[src/rtl/bnn_xnor_popcount_acc.sv]
// bnn_xnor_popcount_acc
// Binary-neuron compute stage. Each accepted beat XNORs an activation word with
// its weight word and popcounts the result. BEATS popcounts are accumulated per
// neuron. The sum is compared against the threshold captured on beat 0, and the
// resulting neuron bits are packed OUT_W at a time into out_word_o.
//
// Ports
//   clk_i           rising-edge clock
//   rst_ni          asynchronous reset, active-low
//   clear_i         synchronous flush of all state except out_word_o
//   in_valid_i      in_data_i / in_weight_i / thresh_i valid this cycle
//   in_data_i       activation word
//   in_weight_i     weight word aligned with in_data_i
//   thresh_i        firing threshold, sampled on beat 0 of each neuron
//   neuron_bit_o    1 when the accumulated sum >= the latched threshold
//   neuron_valid_o  1-cycle pulse qualifying neuron_bit_o
//   out_word_o      packed neuron bits, first neuron in bit 0
//   out_valid_o     1-cycle pulse when out_word_o has just been completed
//   busy_o          a neuron is partially accumulated or the pipe holds a beat
module bnn_xnor_popcount_acc #(
    parameter int DATA_W = 8,
    parameter int BEATS  = 48,
    parameter int OUT_W  = 8,
    parameter int ACC_W  = 9
) (
    input  logic              clk_i,
    input  logic              rst_ni,
    input  logic              clear_i,
    input  logic              in_valid_i,
    input  logic [DATA_W-1:0] in_data_i,
    input  logic [DATA_W-1:0] in_weight_i,
    input  logic [ACC_W-1:0]  thresh_i,
    output logic              neuron_bit_o,
    output logic              neuron_valid_o,
    output logic [OUT_W-1:0]  out_word_o,
    output logic              out_valid_o,
    output logic              busy_o
);

    localparam int PC_W  = $clog2(DATA_W + 1);
    localparam int CNT_W = (BEATS > 1) ? $clog2(BEATS) : 1;
    localparam int BIT_W = (OUT_W > 1) ? $clog2(OUT_W) : 1;

    // Number of set bits in a data-width word.
    function automatic logic [PC_W-1:0] popcount(input logic [DATA_W-1:0] v);
        logic [PC_W-1:0] n;
        n = '0;
        for (int i = 0; i < DATA_W; i++) begin
            n = n + {{(PC_W-1){1'b0}}, v[i]};
        end
        return n;
    endfunction

    logic [CNT_W-1:0] beat_cnt_q, beat_cnt_d;
    logic [BIT_W-1:0] bit_cnt_q, bit_cnt_d;
    logic [ACC_W-1:0] acc_q, acc_d;
    logic [ACC_W-1:0] thr_q, thr_d;
    logic [PC_W-1:0]  pc_q, pc_d;
    logic             pv_q, pv_d;
    logic             first_q, first_d;
    logic             last_q, last_d;
    logic             neuron_bit_q, neuron_bit_d;
    logic             neuron_valid_q, neuron_valid_d;
    logic [OUT_W-1:0] word_sr_q, word_sr_d;
    logic [OUT_W-1:0] out_word_q, out_word_d;
    logic             out_valid_q, out_valid_d;
    logic             busy_q, busy_d;

    logic [ACC_W-1:0] sum_s;
    logic [OUT_W-1:0] word_shift_s;

    // The first beat of a neuron restarts the sum rather than adding to acc_q,
    // so a new neuron can follow the previous one's last beat without a bubble.
    assign sum_s        = (first_q ? {ACC_W{1'b0}} : acc_q) + {{(ACC_W-PC_W){1'b0}}, pc_q};
    assign word_shift_s = {neuron_bit_q, word_sr_q[OUT_W-1:1]};

    // Next-state logic for the popcount pipe, accumulator and packer.
    always_comb begin
        beat_cnt_d     = beat_cnt_q;
        bit_cnt_d      = bit_cnt_q;
        acc_d          = acc_q;
        thr_d          = thr_q;
        pc_d           = pc_q;
        pv_d           = 1'b0;
        first_d        = first_q;
        last_d         = last_q;
        neuron_bit_d   = neuron_bit_q;
        neuron_valid_d = 1'b0;
        word_sr_d      = word_sr_q;
        out_word_d     = out_word_q;
        out_valid_d    = 1'b0;

        if (clear_i) begin
            // Flush everything except the last completed word; a coincident beat is dropped.
            beat_cnt_d   = '0;
            bit_cnt_d    = '0;
            acc_d        = '0;
            thr_d        = '0;
            pc_d         = '0;
            first_d      = 1'b0;
            last_d       = 1'b0;
            neuron_bit_d = 1'b0;
            word_sr_d    = '0;
        end else begin
            pv_d = in_valid_i;
            if (in_valid_i) begin
                pc_d    = popcount(~(in_data_i ^ in_weight_i));
                first_d = (beat_cnt_q == CNT_W'(0));
                last_d  = (beat_cnt_q == CNT_W'(BEATS-1));
                if (beat_cnt_q == CNT_W'(BEATS-1)) begin
                    beat_cnt_d = '0;
                end else begin
                    beat_cnt_d = beat_cnt_q + CNT_W'(1);
                end
                if (beat_cnt_q == CNT_W'(0)) begin
                    thr_d = thresh_i;
                end else begin
                    thr_d = thr_q;
                end
            end else begin
                beat_cnt_d = beat_cnt_q;
            end

            if (pv_q) begin
                if (last_q) begin
                    neuron_bit_d   = (sum_s >= thr_q);
                    neuron_valid_d = 1'b1;
                    acc_d          = '0;
                end else begin
                    acc_d = sum_s;
                end
            end else begin
                acc_d = acc_q;
            end

            if (neuron_valid_q) begin
                word_sr_d = word_shift_s;
                if (bit_cnt_q == BIT_W'(OUT_W-1)) begin
                    out_word_d  = word_shift_s;
                    out_valid_d = 1'b1;
                    bit_cnt_d   = '0;
                end else begin
                    bit_cnt_d = bit_cnt_q + BIT_W'(1);
                end
            end else begin
                word_sr_d = word_sr_q;
            end
        end

        busy_d = (beat_cnt_d != CNT_W'(0)) | pv_d;
    end

    // State registers with asynchronous active-low reset.
    always_ff @(posedge clk_i or negedge rst_ni) begin
        if (!rst_ni) begin
            beat_cnt_q     <= '0;
            bit_cnt_q      <= '0;
            acc_q          <= '0;
            thr_q          <= '0;
            pc_q           <= '0;
            pv_q           <= 1'b0;
            first_q        <= 1'b0;
            last_q         <= 1'b0;
            neuron_bit_q   <= 1'b0;
            neuron_valid_q <= 1'b0;
            word_sr_q      <= '0;
            out_word_q     <= '0;
            out_valid_q    <= 1'b0;
            busy_q         <= 1'b0;
        end else begin
            beat_cnt_q     <= beat_cnt_d;
            bit_cnt_q      <= bit_cnt_d;
            acc_q          <= acc_d;
            thr_q          <= thr_d;
            pc_q           <= pc_d;
            pv_q           <= pv_d;
            first_q        <= first_d;
            last_q         <= last_d;
            neuron_bit_q   <= neuron_bit_d;
            neuron_valid_q <= neuron_valid_d;
            word_sr_q      <= word_sr_d;
            out_word_q     <= out_word_d;
            out_valid_q    <= out_valid_d;
            busy_q         <= busy_d;
        end
    end

    assign neuron_bit_o   = neuron_bit_q;
    assign neuron_valid_o = neuron_valid_q;
    assign out_word_o     = out_word_q;
    assign out_valid_o    = out_valid_q;
    assign busy_o         = busy_q;

endmodule
[config.mk]
export PLATFORM = sky130hd
export DESIGN_NAME = bnn_xnor_popcount_acc
export DESIGN_NICKNAME = d
export VERILOG_FILES = /design/src/rtl/bnn_xnor_popcount_acc.sv
export SDC_FILE = /design/constraint.sdc
export NUM_CORES = 1
export LEC_CHECK = 0
export BUFFER_PORTS_ARGS = -buffer_cell sky130_fd_sc_hd__buf_2
export CORE_MARGIN = 8
export CORE_UTILIZATION = 48
export CTS_CLUSTER_SIZE = 28
export DETAILED_ROUTE_END_ITERATION = 12
export GPL_TIMING_DRIVEN = 0
export PLACE_DENSITY = 0.79
export SKIP_LAST_GASP = 1
export SLEW_MARGIN = 20
export SYNTH_ARGS = -nofsm -noshare
export SYNTH_HDL_FRONTEND = slang
export SYNTH_SLANG_ARGS = --single-unit
[constraint.sdc]
create_clock -name clk_i -period 2.3 [get_ports clk_i]
set_input_delay 0.345 -clock clk_i [delete_from_list [all_inputs] [get_ports clk_i]]
set_output_delay 0.345 -clock clk_i [all_outputs]
set_load 0.01 [all_outputs]
# Yosys cells after proc, flatten, opt, wreduce, memory -nomap -nowiden
# Cells that the tools add are included.
[totals] wordCells=72 output_inout_bits=12 reg_bits=54 inputBits=29
[classes] add_sub_neg=10 order_cmp=1 n_reduce_logical=10 n_eq_ne=2 muxes=31 n_bitwise=4
[ops] op="$mux W9" n=7
[ops] op="$mux W6" n=3
[ops] op="$add A4 B1 Y4" n=4
[ops] op="$mux W8" n=2
[ops] op="$mux W1" n=14
[ops] op="$reduce_bool A2 Y1" n=5
[ops] op="$add A9 B4 Y9" n=1
[ops] op="$ge A9 B9 Y1" n=1
[ops] op="$mux W3" n=3
[ops] op="$mux W4" n=2
[ops] op="$not A8 Y8" n=1
[ops] op="$xor A8 B8 Y8" n=1
[ops] op="$add A6 B1 Y6 const B" n=1
[ops] op="$eq A6 B6 Y1 const B" n=1
[ops] op="$logic_not A6 Y1" n=1
[ops] op="$reduce_bool A6 Y1" n=1
[ops] op="$add A3 B1 Y4" n=1
[ops] op="$reduce_and A2 Y1" n=2
[ops] op="$add A2 B1 Y3" n=1
[ops] op="$add A3 B1 Y3 const B" n=1
[ops] op="$eq A3 B3 Y1 const B" n=1
[ops] op="$reduce_and A3 Y1" n=1
[ops] op="$add A1 B1 Y2" n=1
[ops] op="$not A1 Y1" n=1
[ops] op="$or A1 B1 Y1" n=1

# Longest topological paths before layout
[logic_depth] word_depth=11 mapped_depth=13

# Worst setup path before layout
# No wires, ideal clock.
[synth_timing] path_type="input -> register" from="in in_weight_i[0]" to="reg pc_q[2]" setup_ns=0.094 required_time_ns=2.206 path_slack_ns=-0.792 path_stages=9 t_arrival_ns=2.999 cell_sequence="xor2_1 fa_1 fa_1 fa_1 inv_1 ha_1 fa_1 xnor2_1 a211oi_1"
[synth_between] elab_chain_len=11
[synth_lines] element="start, declared" line_no="31" text="input logic [DATA_W-1:0] in_weight_i,"
[synth_lines] element="$xor A8 B8 Y8" line_no="107" text="pc_d = popcount(~(in_data_i ^ in_weight_i));"
[synth_lines] element="$not A8 Y8" line_no="107"
[synth_lines] element="$add A1 B1 Y2" line_no="49" text="n = n + {{(PC_W-1){1'b0}}, v[i]};"
[synth_lines] element="$add A2 B1 Y3" line_no="49"
[synth_lines] element="$add A3 B1 Y4" line_no="49"
[synth_lines] element="$add A4 B1 Y4 (4 in series)" line_no="49"
[synth_lines] element="$mux W4" line_no="106" text="if (in_valid_i) begin"
[synth_lines] element="$mux W4" line_no="93" text="if (clear_i) begin"
[synth_lines] element="end signal, assigned" line_no="175" text="pc_q <= pc_d;"
[synth_lines] element="end, declared" line_no="58" text="logic [PC_W-1:0] pc_q, pc_d;"
# Every way passes these cells. The select of a mux whose other input is x is not followed.
# A chain may end at the register's enable or synchronous reset.

# Final worst setup path
[layout_timing] from="in in_weight_i[3]" to="reg pc_q[1]"
[layout_between] elab_chain_len=9
[layout_lines] element="$xor A8 B8 Y8" line_no="107"
[layout_lines] element="$not A8 Y8" line_no="107"
[layout_lines] element="$add A3 B1 Y4" line_no="49"
[layout_lines] element="$add A4 B1 Y4 (4 in series)" line_no="49"
[layout_lines] element="$mux W4" line_no="106"
[layout_lines] element="$mux W4" line_no="93"
# Every way passes these cells. The select of a mux whose other input is x is not followed.

==> qor.yml <==
outcome:
  status: "complete, but fails checks"
  failed_checks: "setup timing"
timing:
  final.setup.worst_slack_ns: -0.4450
  achievable-frequency_ghz: 0.3643
  hold_violations: 0
  worst_tran_pin_value_ns: 0.6562
  setup_viol_count_final: 5
  rsz0062_at_grt: "true"
  period_share_pct: 119.3
  slew_violations: 0
  final_period_demand_of_the_worst_path_ns: 2.745
  max_slew_margin_pct: 56.25
  fin_skew_ns: 0.006259
worst_hold_path:
  min-delay-path-class: "input port to asynchronous set/reset pin"
logic_synthesis:
  synth_largest_area_cell: "dfrtp_1"
  yosysWarnings: 0
  synth.net_count: 370
  ys_seq_elements: 53
  syn-mean-instance-area_um2: 9.744
  synthMostInstantiatedCell: "dfrtp_1"
  cell_area_synth_um2: 3079
  netlist.area_leader.share_pct: 43.07
  ys_async_sr_fraction_pct: 100.0
  netlist_top_cells_area: "dfrtp_1, ha_1, mux2i_1"
  number_of_distinct_library_cells_after_synthesis: 41
  synth_seq_area_share_pct: 43.07
  synth_commonest_cells: "dfrtp_1, nor2_1, nand2_1"
  synth-edff-count: 0
  ys.flop_type: "dfrtp_1"
  postSynthCellCount: 316
final_layout:
  layout-area-overhead-vs-synth_pct: 21.58
  insertedDiodeCount: 0
  ff_latch_area_um2: 1326
  finalNetCount: 428
  drive_above_1_share_pct: 25.60
  fillers: 529
  multiInputGateArea_um2: 1777
power:
  comb_power_share_pct: 28.7
  power_density_nw_per_um2: 587.4
  ir_worst_vdd_mv: 0.3931
  net-switching-power_mw: 0.6967
  power.switching_fraction_pct: 31.68
  power_frac_clock_pct: 25.2
  post-layout-total-power_mw: 2.199
  internal-power_mw: 1.502
  pwr-share-seq_pct: 46.1
  power.static_leakage_nw: 1.834
routing:
  drt-met1-wl_um: 2895
  via_cell_ratio: 5.400
  detail_route.first_pass.iterations: 4
  drtIter0Drc: 192
  drtAntennaViolNets: 0
  routed_wirelength_um: 6895
  met3_wirelength_um: 355
  met2_wl_um: 3469
  detail_route.drc_violations: 0
  wire_per_inst_um: 15.25
  route.vias.total: 2441
  topRoutingLayerUsed: "met4"
worst_setup_path:
  maximum_fanout_along_the_worst_path: 2
  critical-path-top-cell-by-count: "fa_1"
  cp_data_arrival_time_ns: 2.99
  worst_setup_path_type: "input port to flip-flop"
  timing.critical_path.from_type: "input port"
  critical_path.slowest_cell: "fa_1"
  worstPathBufferInverterCount: 2
  r2r_slack_ns: -0.23
  critPathRequiredTime_ns: 2.55
  gate_family_responsible_for_the_most_delay_along_the_worst_path: "adder cells"
  worstPathCellList: "buf_6 > xor2_2 > fa_1 > fa_1 > fa_1 > inv_2 > ha_4 > fa_2 > mux2i_1 > nor2_1"
  critPathCaptureType: "flip-flop"
  critical_path.max_stage_delay_ns: 0.55
grt:
  first_global_vias: 2445
  number_of_antenna_violations_at_the_first_check_in_global_routing: 0
  pin_count_of_the_biggest_net_entering_global_routing: 54
  wire_length_of_the_first_global_routing_pass_um: 11330
  grt_overflow_total: 0
  gr-usage-all-layers_pct: 15.60
clock_tree:
  cts-hold-fix-buffers: 0
  clock-root-buffer: "clkbuf_8"
  cts_tree: "built"
  numCtsBuffers: 5
  post_cts_clock_slew_at_the_launch_and_capture_registers_of_the_worst_setup_and_hold_paths_ns: 0.10
  number_of_h_tree_branching_levels: 2
  cts_max_path_buffers: 2
  clock_latency_ns: 0.31
  tritoncts_num_sinks: 53
run:
  timing.max_cap.violations: 0
floorplanning:
  floorplan.core_area_um2: 6277
  die_area_um2: 9234
  initial_utilization_pct: 49.05
  rows: 29
  die_height_um: 96.10
  floorplan.die.width_um: 96.10
  io_pins: 41
placement:
  detailedPlacementHpwl_um: 4765
  dpl_worst_slack_ns: -0.7845
  gp_weighted_congestion: 0.8217
  portBuffers: 39
[layout by cell type (no fill, tap or decap), drive strengths merged, types with 5 or more instances in the layout]
cell type  netlist  final
nor2            42     42
mux2i           24     24
nor2b            8      8
xor2            10     10
nand2           35     35
clkbuf           4      9
nand4            5      5
nand3            9      9
xnor2            7      7
ha              20     20
dfrtp           53     53
fa               5      5
buf              9     60
nand2b          11     11
a21oi           18     18
inv             16     17
[per-stage QoR]
stage	TNS, ns	area [um2]	hold WS [ns]	util, %	std cells
5_1_grt	-1.709	3744	0.1079	59.64	452
6_report	-1.354	3744	0.06426	59.64	452
3_5_place_dp	-2.793	3442	0.4279	54.83	432
3_3_place_gp	-2.654	3440	0.4517	54.79	432
4_1_cts	-1.193	3647	0.08369	58.10	449
2_1_floorplan	-1.651	3148	0.04941	-	316
[sequential cells by signal (all words and copies together) (netlist names), 3 cells and up]
signal / cells
acc_q: 9
beat_cnt_q: 6
bit_cnt_q: 3
out_word_o: 8
pc_q: 4
thr_q: 9
word_sr_q: 7
[layer usage]
layer  GRT usage [%]  vias up
met5               0        -
met4           5.890        0
met3           3.354       15
met2           25.48       69
met1           19.74     1169
li1                -     1188
[power by group through the flow]
stage	logic [mW]	registers, mW	clock network, mW
CTS	0.567	1.01	0.569
global route	0.705	1.02	0.607
floorplan	0.377	1.03	0
global placement	0.505	1.03	0
detailed placement	0.526	1.03	0
finish	0.632	1.01	0.554
[area by class of cell]
| cell class | count | share of cell area, % |
|---|---|---|
| Buffer | 13 | 2.106 |
| Inverter | 17 | 1.705 |
| Clock inverter | 3 | 0.7019 |
| Multi-Input combinational cell | 233 | 47.46 |
| Sequential cell | 53 | 35.43 |
| Timing Repair Buffer | 51 | 8.189 |
| Clock buffer | 5 | 1.838 |
| Tap cell | 77 | 2.574 |
[repair_timing]
item | CTS | global route
resized for setup | 8 | 13
gates cloned | 0 | 0
pin swaps | 17 | 9
setup endpoints to repair | 5 | 6
buffers inserted | 9 | 3
[worst paths after layout]
check	start	to	cells after the start
max	in_weight_i[3]	pc_q[1]	10
min	rst_ni	beat_cnt_q[4]	1
max reg2reg	first_q	neuron_bit_o	13
min reg2reg	out_word_o[3]	out_word_o[3]	2
max in group asynchronous	rst_ni	acc_q[3]	1
min in group clk_i	thresh_i[1]	thr_q[1]	3
[cells by family (layout without fill, tap and decap cells)]
group / Yosys count / count (layout) / share of synthesized area [%]
compound gates: 39 / 39 / 8.046
xor+xnor: 17 / 17 / 4.835
fa+ha+maj: 25 / 25 / 11.38
buf+inv: 30 / 89 / 4.307
flops: 53 / 53 / 43.07
mux: 24 / 24 / 7.802
simple gates: 128 / 128 / 20.56
No activity file was read; power rests on OpenSTA's default activity.
